===== src/rtl/rv_ctrl_alu_stage.sv =====
// RV32 decode-and-execute slice: main decoder, ALU-control decoder and ALU.
// All outputs are registered with one cycle of latency.
module rv_ctrl_alu_stage #(
   parameter int XLEN = 32
) (
   input  logic            clk,
   input  logic            reset,
   input  logic            in_valid,
   input  logic [31:0]     instr,
   input  logic [XLEN-1:0] rs1_data,
   input  logic [XLEN-1:0] rs2_data,
   input  logic [XLEN-1:0] imm_ext,
   output logic            out_valid,
   output logic            regwrite,
   output logic            alusrc,
   output logic            memwrite,
   output logic [1:0]      resultsrc,
   output logic [2:0]      imm_src,
   output logic            branch,
   output logic            jump,
   output logic [2:0]      alu_control,
   output logic [XLEN-1:0] alu_result,
   output logic            zero,
   output logic            illegal
);

   localparam logic [6:0] OP_LW   = 7'b0000011;
   localparam logic [6:0] OP_SW   = 7'b0100011;
   localparam logic [6:0] OP_R    = 7'b0110011;
   localparam logic [6:0] OP_I    = 7'b0010011;
   localparam logic [6:0] OP_BEQ  = 7'b1100011;
   localparam logic [6:0] OP_JAL  = 7'b1101111;
   localparam logic [6:0] OP_LUI  = 7'b0110111;

   localparam logic [2:0] ALU_ADD = 3'b000;
   localparam logic [2:0] ALU_SUB = 3'b001;
   localparam logic [2:0] ALU_AND = 3'b010;
   localparam logic [2:0] ALU_OR  = 3'b011;
   localparam logic [2:0] ALU_XOR = 3'b100;
   localparam logic [2:0] ALU_SLT = 3'b101;

   logic [6:0] opcode;
   logic [2:0] funct3;
   logic       f7b5;
   logic       op5;

   assign opcode = instr[6:0];
   assign funct3 = instr[14:12];
   assign f7b5   = instr[30];
   assign op5    = instr[5];

   logic       regwrite_d;
   logic       alusrc_d;
   logic       memwrite_d;
   logic [1:0] resultsrc_d;
   logic [2:0] imm_src_d;
   logic       branch_d;
   logic       jump_d;
   logic       illegal_d;
   logic [1:0] alu_op;

   always_comb begin
      regwrite_d  = 1'b0;
      alusrc_d    = 1'b0;
      memwrite_d  = 1'b0;
      resultsrc_d = 2'b00;
      imm_src_d   = 3'b000;
      branch_d    = 1'b0;
      jump_d      = 1'b0;
      illegal_d   = 1'b0;
      alu_op      = 2'b00;
      unique case (opcode)
         OP_LW: begin
            regwrite_d  = 1'b1;
            alusrc_d    = 1'b1;
            resultsrc_d = 2'b01;
         end
         OP_SW: begin
            imm_src_d  = 3'b001;
            alusrc_d   = 1'b1;
            memwrite_d = 1'b1;
         end
         OP_R: begin
            regwrite_d = 1'b1;
            alu_op     = 2'b10;
         end
         OP_I: begin
            regwrite_d = 1'b1;
            alusrc_d   = 1'b1;
            alu_op     = 2'b10;
         end
         OP_BEQ: begin
            imm_src_d = 3'b010;
            branch_d  = 1'b1;
            alu_op    = 2'b01;
         end
         OP_JAL: begin
            regwrite_d  = 1'b1;
            imm_src_d   = 3'b011;
            resultsrc_d = 2'b10;
            jump_d      = 1'b1;
         end
         OP_LUI: begin
            regwrite_d  = 1'b1;
            imm_src_d   = 3'b100;
            resultsrc_d = 2'b11;
         end
         default: illegal_d = 1'b1;
      endcase
   end

   logic [2:0] alu_ctl_d;

   always_comb begin
      alu_ctl_d = ALU_ADD;
      unique case (alu_op)
         2'b01: alu_ctl_d = ALU_SUB;
         2'b10: begin
            unique case (funct3)
               // only R-type with funct7[5] subtracts; addi never does
               3'b000:  alu_ctl_d = (op5 & f7b5) ? ALU_SUB : ALU_ADD;
               3'b010:  alu_ctl_d = ALU_SLT;
               3'b100:  alu_ctl_d = ALU_XOR;
               3'b110:  alu_ctl_d = ALU_OR;
               3'b111:  alu_ctl_d = ALU_AND;
               default: alu_ctl_d = ALU_ADD;
            endcase
         end
         default: alu_ctl_d = ALU_ADD;
      endcase
   end

   logic [XLEN-1:0] src_b;
   logic [XLEN-1:0] result_d;

   assign src_b = alusrc_d ? imm_ext : rs2_data;

   always_comb begin
      result_d = '0;
      unique case (alu_ctl_d)
         ALU_ADD: result_d = rs1_data + src_b;
         ALU_SUB: result_d = rs1_data - src_b;
         ALU_AND: result_d = rs1_data & src_b;
         ALU_OR:  result_d = rs1_data | src_b;
         ALU_XOR: result_d = rs1_data ^ src_b;
         ALU_SLT: result_d = {{(XLEN-1){1'b0}},
                              $signed(rs1_data) < $signed(src_b)};
         default: result_d = rs1_data + src_b;
      endcase
   end

   always_ff @(posedge clk or negedge reset) begin
      if (!reset) begin
         out_valid   <= 1'b0;
         regwrite    <= 1'b0;
         alusrc      <= 1'b0;
         memwrite    <= 1'b0;
         resultsrc   <= 2'b00;
         imm_src     <= 3'b000;
         branch      <= 1'b0;
         jump        <= 1'b0;
         alu_control <= 3'b000;
         alu_result  <= '0;
         zero        <= 1'b0;
         illegal     <= 1'b0;
      end else begin
         out_valid   <= in_valid;
         regwrite    <= in_valid & regwrite_d;
         alusrc      <= in_valid & alusrc_d;
         memwrite    <= in_valid & memwrite_d;
         resultsrc   <= in_valid ? resultsrc_d : 2'b00;
         imm_src     <= in_valid ? imm_src_d : 3'b000;
         branch      <= in_valid & branch_d;
         jump        <= in_valid & jump_d;
         alu_control <= in_valid ? alu_ctl_d : 3'b000;
         alu_result  <= result_d;
         zero        <= (result_d == '0);
         illegal     <= in_valid & illegal_d;
      end
   end

endmodule


===== config.mk =====
export PLATFORM = sky130hd
export DESIGN_NAME = rv_ctrl_alu_stage
export DESIGN_NICKNAME = d
export VERILOG_FILES = /design/src/rtl/rv_ctrl_alu_stage.sv
export SDC_FILE = /design/constraint.sdc
export NUM_CORES = 1
export LEC_CHECK = 0
export BUFFER_PORTS_ARGS = -buffer_cell sky130_fd_sc_hd__buf_2
export CORE_MARGIN = 1.5
export CORE_UTILIZATION = 30
export CTS_BUF_LIST = sky130_fd_sc_hd__clkbuf_8
export DETAILED_ROUTE_END_ITERATION = 8
export GPL_ROUTABILITY_DRIVEN = 0
export HOLD_SLACK_MARGIN = 0.12
export PLACE_DENSITY = 0.53
export SLEW_MARGIN = 20
export SYNTH_ARGS = -nofsm -noshare
export SYNTH_HDL_FRONTEND = slang
export SYNTH_SLANG_ARGS = --single-unit

===== constraint.sdc =====
create_clock -name clk -period 0.8 [get_ports clk]
set_clock_uncertainty 0.1 [all_clocks]
set_input_delay 0.04 -clock clk [delete_from_list [all_inputs] [get_ports clk]]
set_output_delay 0.04 -clock clk [all_outputs]
set_load 0.01 [all_outputs]

After elaboration in Yosys (flattened, before gate mapping)
Index checks and enable logic that the tools add are counted.
{"block": "word_totals", "register_bits": 48, "inputBits": 131, "output_inout_bits": 48, "elab_cells": 66}
{"block": "classes", "addsub": 2, "order_cmp": 1, "n_eq_ne": 18, "mux": 17, "bitwise": 10, "reduce_logical": 6}
{"cell": "$pmux 32 s5", "n": 1}
{"cell": "$add 32x32->32", "n": 1}
{"cell": "$and 32x32->32", "n": 1}
{"cell": "$logic_not 32->1", "n": 1}
{"cell": "$lt 32x32->1", "n": 1}
{"cell": "$mux 32", "n": 1}
{"cell": "$or 32x32->32", "n": 1}
{"cell": "$sub 32x32->32", "n": 1}
{"cell": "$xor 32x32->32", "n": 1}
{"cell": "$eq 7x6->1 const B", "n": 3}
{"cell": "$eq 3x3->1 const B", "n": 5}
{"cell": "$pmux 3 s5", "n": 1}
{"cell": "$eq 7x7->1 const B", "n": 2}
{"cell": "$pmux 3 s4", "n": 1}
{"cell": "$eq 3x2->1 const B", "n": 3}
{"cell": "$and 1x1->1", "n": 7}
{"cell": "$eq 7x2->1 const B", "n": 1}
{"cell": "$eq 7x5->1 const B", "n": 1}
{"cell": "$mux 1", "n": 7}
{"cell": "$reduce_or 7->1", "n": 1}
{"cell": "$mux 3", "n": 2}
{"cell": "$pmux 2 s3", "n": 1}
{"cell": "$pmux 3 s2", "n": 1}
{"cell": "$reduce_or 5->1", "n": 1}
{"cell": "other kinds (8)", "n": 8}

Depth between registers and ports, before layout
{"block": "depth", "ltp_word": 8, "depth_mapped": 20, "mapped_depth_nobuf": 18}

Worst setup path after synthesis
Ideal clock, no wire load.
{"block": "synth_path", "kind": "input to register", "start": "input instr[2]", "end": "register zero", "setup_time_ps": 96, "t_arrival_ps": 4274, "required_ps": 604, "setup_slack_ps": -3670, "path_stages": 19, "n_path_buf": 3, "cell_sequence": "clkbuf_1 > a21oi_1 > nand2_1 > buf_1 > mux2_2 > inv_1 > ha_1 > clkbuf_1 > nor2b_1 > o311a_1 > a211oi_2 > a2111oi_1 > or4b_1 > a21oi_1 > a2bb2oi_2 > xnor2_1 > o21ai_0 > or3b_2 > nor4_2"}
{"block": "synth_via", "elab_chain_cells": 8, "elab_cells_between_ends": 26, "classes_between": "add/sub (2); order compare (1); eq/ne (12); mux (5); bitwise (3); reduce/logical (3)"}
{"item": "start, declared", "line": "9", "rtl": "input logic [31:0] instr,"}
{"item": "parallel branches: the longest is 6 deep, another holds $add 32x32->32"}
{"item": "$pmux 32 s5 *", "line": "140", "rtl": "unique case (alu_ctl_d)"}
{"item": "net result_d[22]", "line": "134", "rtl": "logic [XLEN-1:0] result_d;"}
{"item": "$logic_not 32->1 *", "line": "177", "rtl": "zero <= (result_d == '0);"}
{"item": "end signal, assigned", "line": "177"}
{"item": "end, declared", "line": "23", "rtl": "output logic zero,"}
Mark *: on every way through the listed nets, which the timed path passes.

Worst setup path after layout
{"block": "layout_path", "start": "input instr[3]", "end": "register zero"}
The elaborated chain is that of the path after synthesis.

==> flow_summary.yaml <==
timing:
  finalCriticalPeriod_ns: 3.991
  drv_slew: 0
  rsz0062_at_grt: "yes"
  fmax_ghz: 0.2506
  holdWs_ns: -0.05990
  setup_viol: 95
  maxSlewHeadroom: 0.6260
  fin_crit_sh: 4.989
  worst_pin_slew_ns: 0.5563
  fin_tns_setup_ns: -89.48
  finalHoldViolations: 4
  fin_ws_ns: -3.191
synthesis:
  synth_area_sq_um: 7620
  yosysTopAreaCell: "ha_1"
  synth.distinct_cells: 89
  synth_nets: 1247
  yosysTopAreaCellShare: 0.1609
  yosysSeqAreaShare: 0.1576
  netlist_instances: 1016
  synth_area_leaders: "ha_1 (16%), dfrtp_1 (16%), a21oi_1 (5.1%), mux2_2 (4.9%), inv_1 (4.8%)"
  async_flop_share: 1.000
  synth_edf_count: 0
  syn_avg_cell_area_sq_um: 7.500
  synth_warnings: 0
  ys_seq_elements: 48
  synth_ff_type: "dfrtp_1"
  yosysMostFrequentCell: "ha_1"
  ys_top_cells_by_count: "ha_1 (98), inv_1 (97), nor2_1 (89), a21oi_1 (77), nand2_1 (73)"
floorplanning:
  start_util: 0.3043
  io_pins: 179
  die_w_um: 162.4
  core-area_sq_um: 25040
  floorplan.rows: 58
  die-area_sq_um: 26360
  die_y_um: 162.4
status:
  violations: "negative hold slack, negative setup slack"
  outcome: "complete, but fails checks"
place:
  portBuffers: 157
  dp_hpwl_um: 26430
  post-place-cells: 1822
routing:
  dr.first_iter.drc_count: 859
  viasPerCell: 5.388
  drc: 0
  drtPass1Iterations: 6
  route.vias.total: 10308
  wire_per_inst_um: 18.33
  ant_nets: 0
  wl_um: 35060
critical_path:
  cp-end-kind: "flip-flop"
  crit_type: "in2reg"
  crit_buf_inv: 4
  timing.critical_path.cells: "buf_8 -> nor3_4 -> nand2_4 -> buf_12 -> mux2_4 -> inv_4 -> ha_4 -> or3_4 -> a211o_1 -> and3_4 -> a21oi_4 -> o21a_4 -> a211oi_2 -> or3_1 -> a22o_1 -> nor4bb_4 -> buf_4 -> nand4_1 -> nor4_2"
  cp_max_fo: 5
  cpMaxStageDelayCell: "or3_4"
  cp.arrival_ns: 4.13
  cpLargestDelayFamily: "simple AND/OR/NAND/NOR gates"
  max_stage_delay_ns: 0.43
  start_kind: "input pin"
  worstPathRequired_ns: 0.94
global_route:
  overflow: 0
  grt_usage: 0.2543
  grt_pass1_wl_um: 53460
  grt_pass1_vias: 10175
  grt_max_degree: 49
  antenna_found_initial: 0
pwr:
  power.leakage_nw: 6.856
  p_per_area_nw_per_um2: 1017
  irDropWorstVdd_mv: 0.7271
layout:
  nets: 1813
  area_growth_pct: 88.31
  drive_gt1_frac: 0.5818
  final_cells: 1913
  diodes: 0
worst_hold_path:
  hold_end: "memwrite$_DFF_PN0_"
  hold-path-cell-count: 3
  min_from: "instr[6]"
  min_path_type: "in2reg"
clocking:
  cts_htree_levels: 2
  clk_pin_slew_worst_paths_ns: 0.11
  cts_made_buffers: 5
  cts_tree: "done"
  numClockSinks: 48
  root_buffer: "clkbuf_8"
  cts_buffer_depth: 2
job:
  maxCapViolations: 0
worst max path at each step:
stage	start	to	cells after the start	slack, ns
3_5_place_dp	instr[1]	zero$_DFF_PN0_	23	-3.92
5_1_grt	instr[3]	zero$_DFF_PN0_	18	-3.34
4_1_cts	instr[3]	zero$_DFF_PN0_	19	-3.17
3_3_place_gp	instr[1]	zero$_DFF_PN0_	23	-3.95
6_report	instr[3]	zero$_DFF_PN0_	19	-3.19
2_1_floorplan	instr[1]	zero$_DFF_PN0_	19	-3.18
flip-flops by register name (all words and copies together) (netlist names):
register     flops
regwrite         1
alu_control      3
jump             1
memwrite         1
zero             1
out_valid        1
resultsrc        2
imm_src          3
alu_result      32
branch           1
illegal          1
alusrc           1
worst min-delay path, stage by stage:
cell and delay (ns):
buf_6 0.08, buf_4 0.14, nor3b_4 0.05
area by class of cell:
| type | instances | area (sq um) |
|---|---|---|
| Clock buffer | 6 | 82.58 |
| Clock inverter | 2 | 38.79 |
| Fill cell | 2197 | 10690 |
| Inverter | 99 | 399.1 |
| Multi-Input combinational cell | 815 | 7609 |
| Sequential cell | 48 | 1201 |
| Tap cell | 330 | 412.9 |
| Timing Repair Buffer | 613 | 4606 |
placed cells by master, fill, tap and decap left out, types with 11 or more instances in the layout:
cell,Yosys,layout
a21o_1,17,17
a21oi_1,77,54
a21oi_2,0,15
buf_2,6,145
buf_4,1,386
buf_6,2,69
dfrtp_1,48,48
ha_1,98,72
ha_4,0,24
inv_1,97,76
inv_2,0,12
inv_4,0,11
mux2_2,33,15
mux2_4,0,18
nand2_1,73,57
nand2b_1,15,11
nand3_1,22,17
nor2_1,89,73
nor3_1,24,17
o211ai_1,25,25
o21ai_0,55,28
o21ai_2,1,19
power by group:
part           total, mW  leakage [nW]  internal (mW)  switching (mW)
combinational       9.82          6.21           4.94            4.89
clock               1.96        0.0614           1.02           0.933
sequential          2.81         0.588           2.73          0.0813
total               14.6          6.86           8.69            5.90
through the flow:
stage | power [mW] | hold slack [ns] | setup WS (ns) | instance area, sq um | utilization
finish | 14.59 | -0.05990 | -3.191 | 14350 | 0.5731
global route | 15.38 | -0.05829 | -3.342 | 14350 | 0.5731
CTS | 13.83 | -0.07879 | -3.171 | 13720 | 0.5480
detailed placement | 10.41 | -0.04639 | -3.922 | 11750 | 0.4694
global placement | 10.36 | -0.04828 | -3.950 | 11750 | 0.4694
floorplan | 6.648 | -0.3556 | -3.183 | 8108 | -
layer usage:
layer  up-vias  global-route usage  share of wire
li1       4863                   -              -
met1      4927              0.3414           0.44
met2       442              0.4287           0.46
met3        76             0.03234          0.069
met4         0             0.06756          0.029
met5         -                   0              0
logic make-up after synthesis:
group,count (synthesis),share of synthesized area
AOI/OAI and AO/OA,344,0.3140
xor gates and xnor gates,11,0.01264
adders and majority gates,100,0.1662
buffers and inverters,153,0.07948
DFF,48,0.1576
muxes,38,0.05534
and+or+nand+nor,322,0.2148
timing repair:
item,4_1_cts,5_1_grt
setup endpoints to repair,91,94
pin swaps,91,90
hold buffers,2,1
endpoints found under the hold margin,57,9
gates resized for setup,281,142
buffers inserted,93,35
Power figures use the tool's default switching activity.
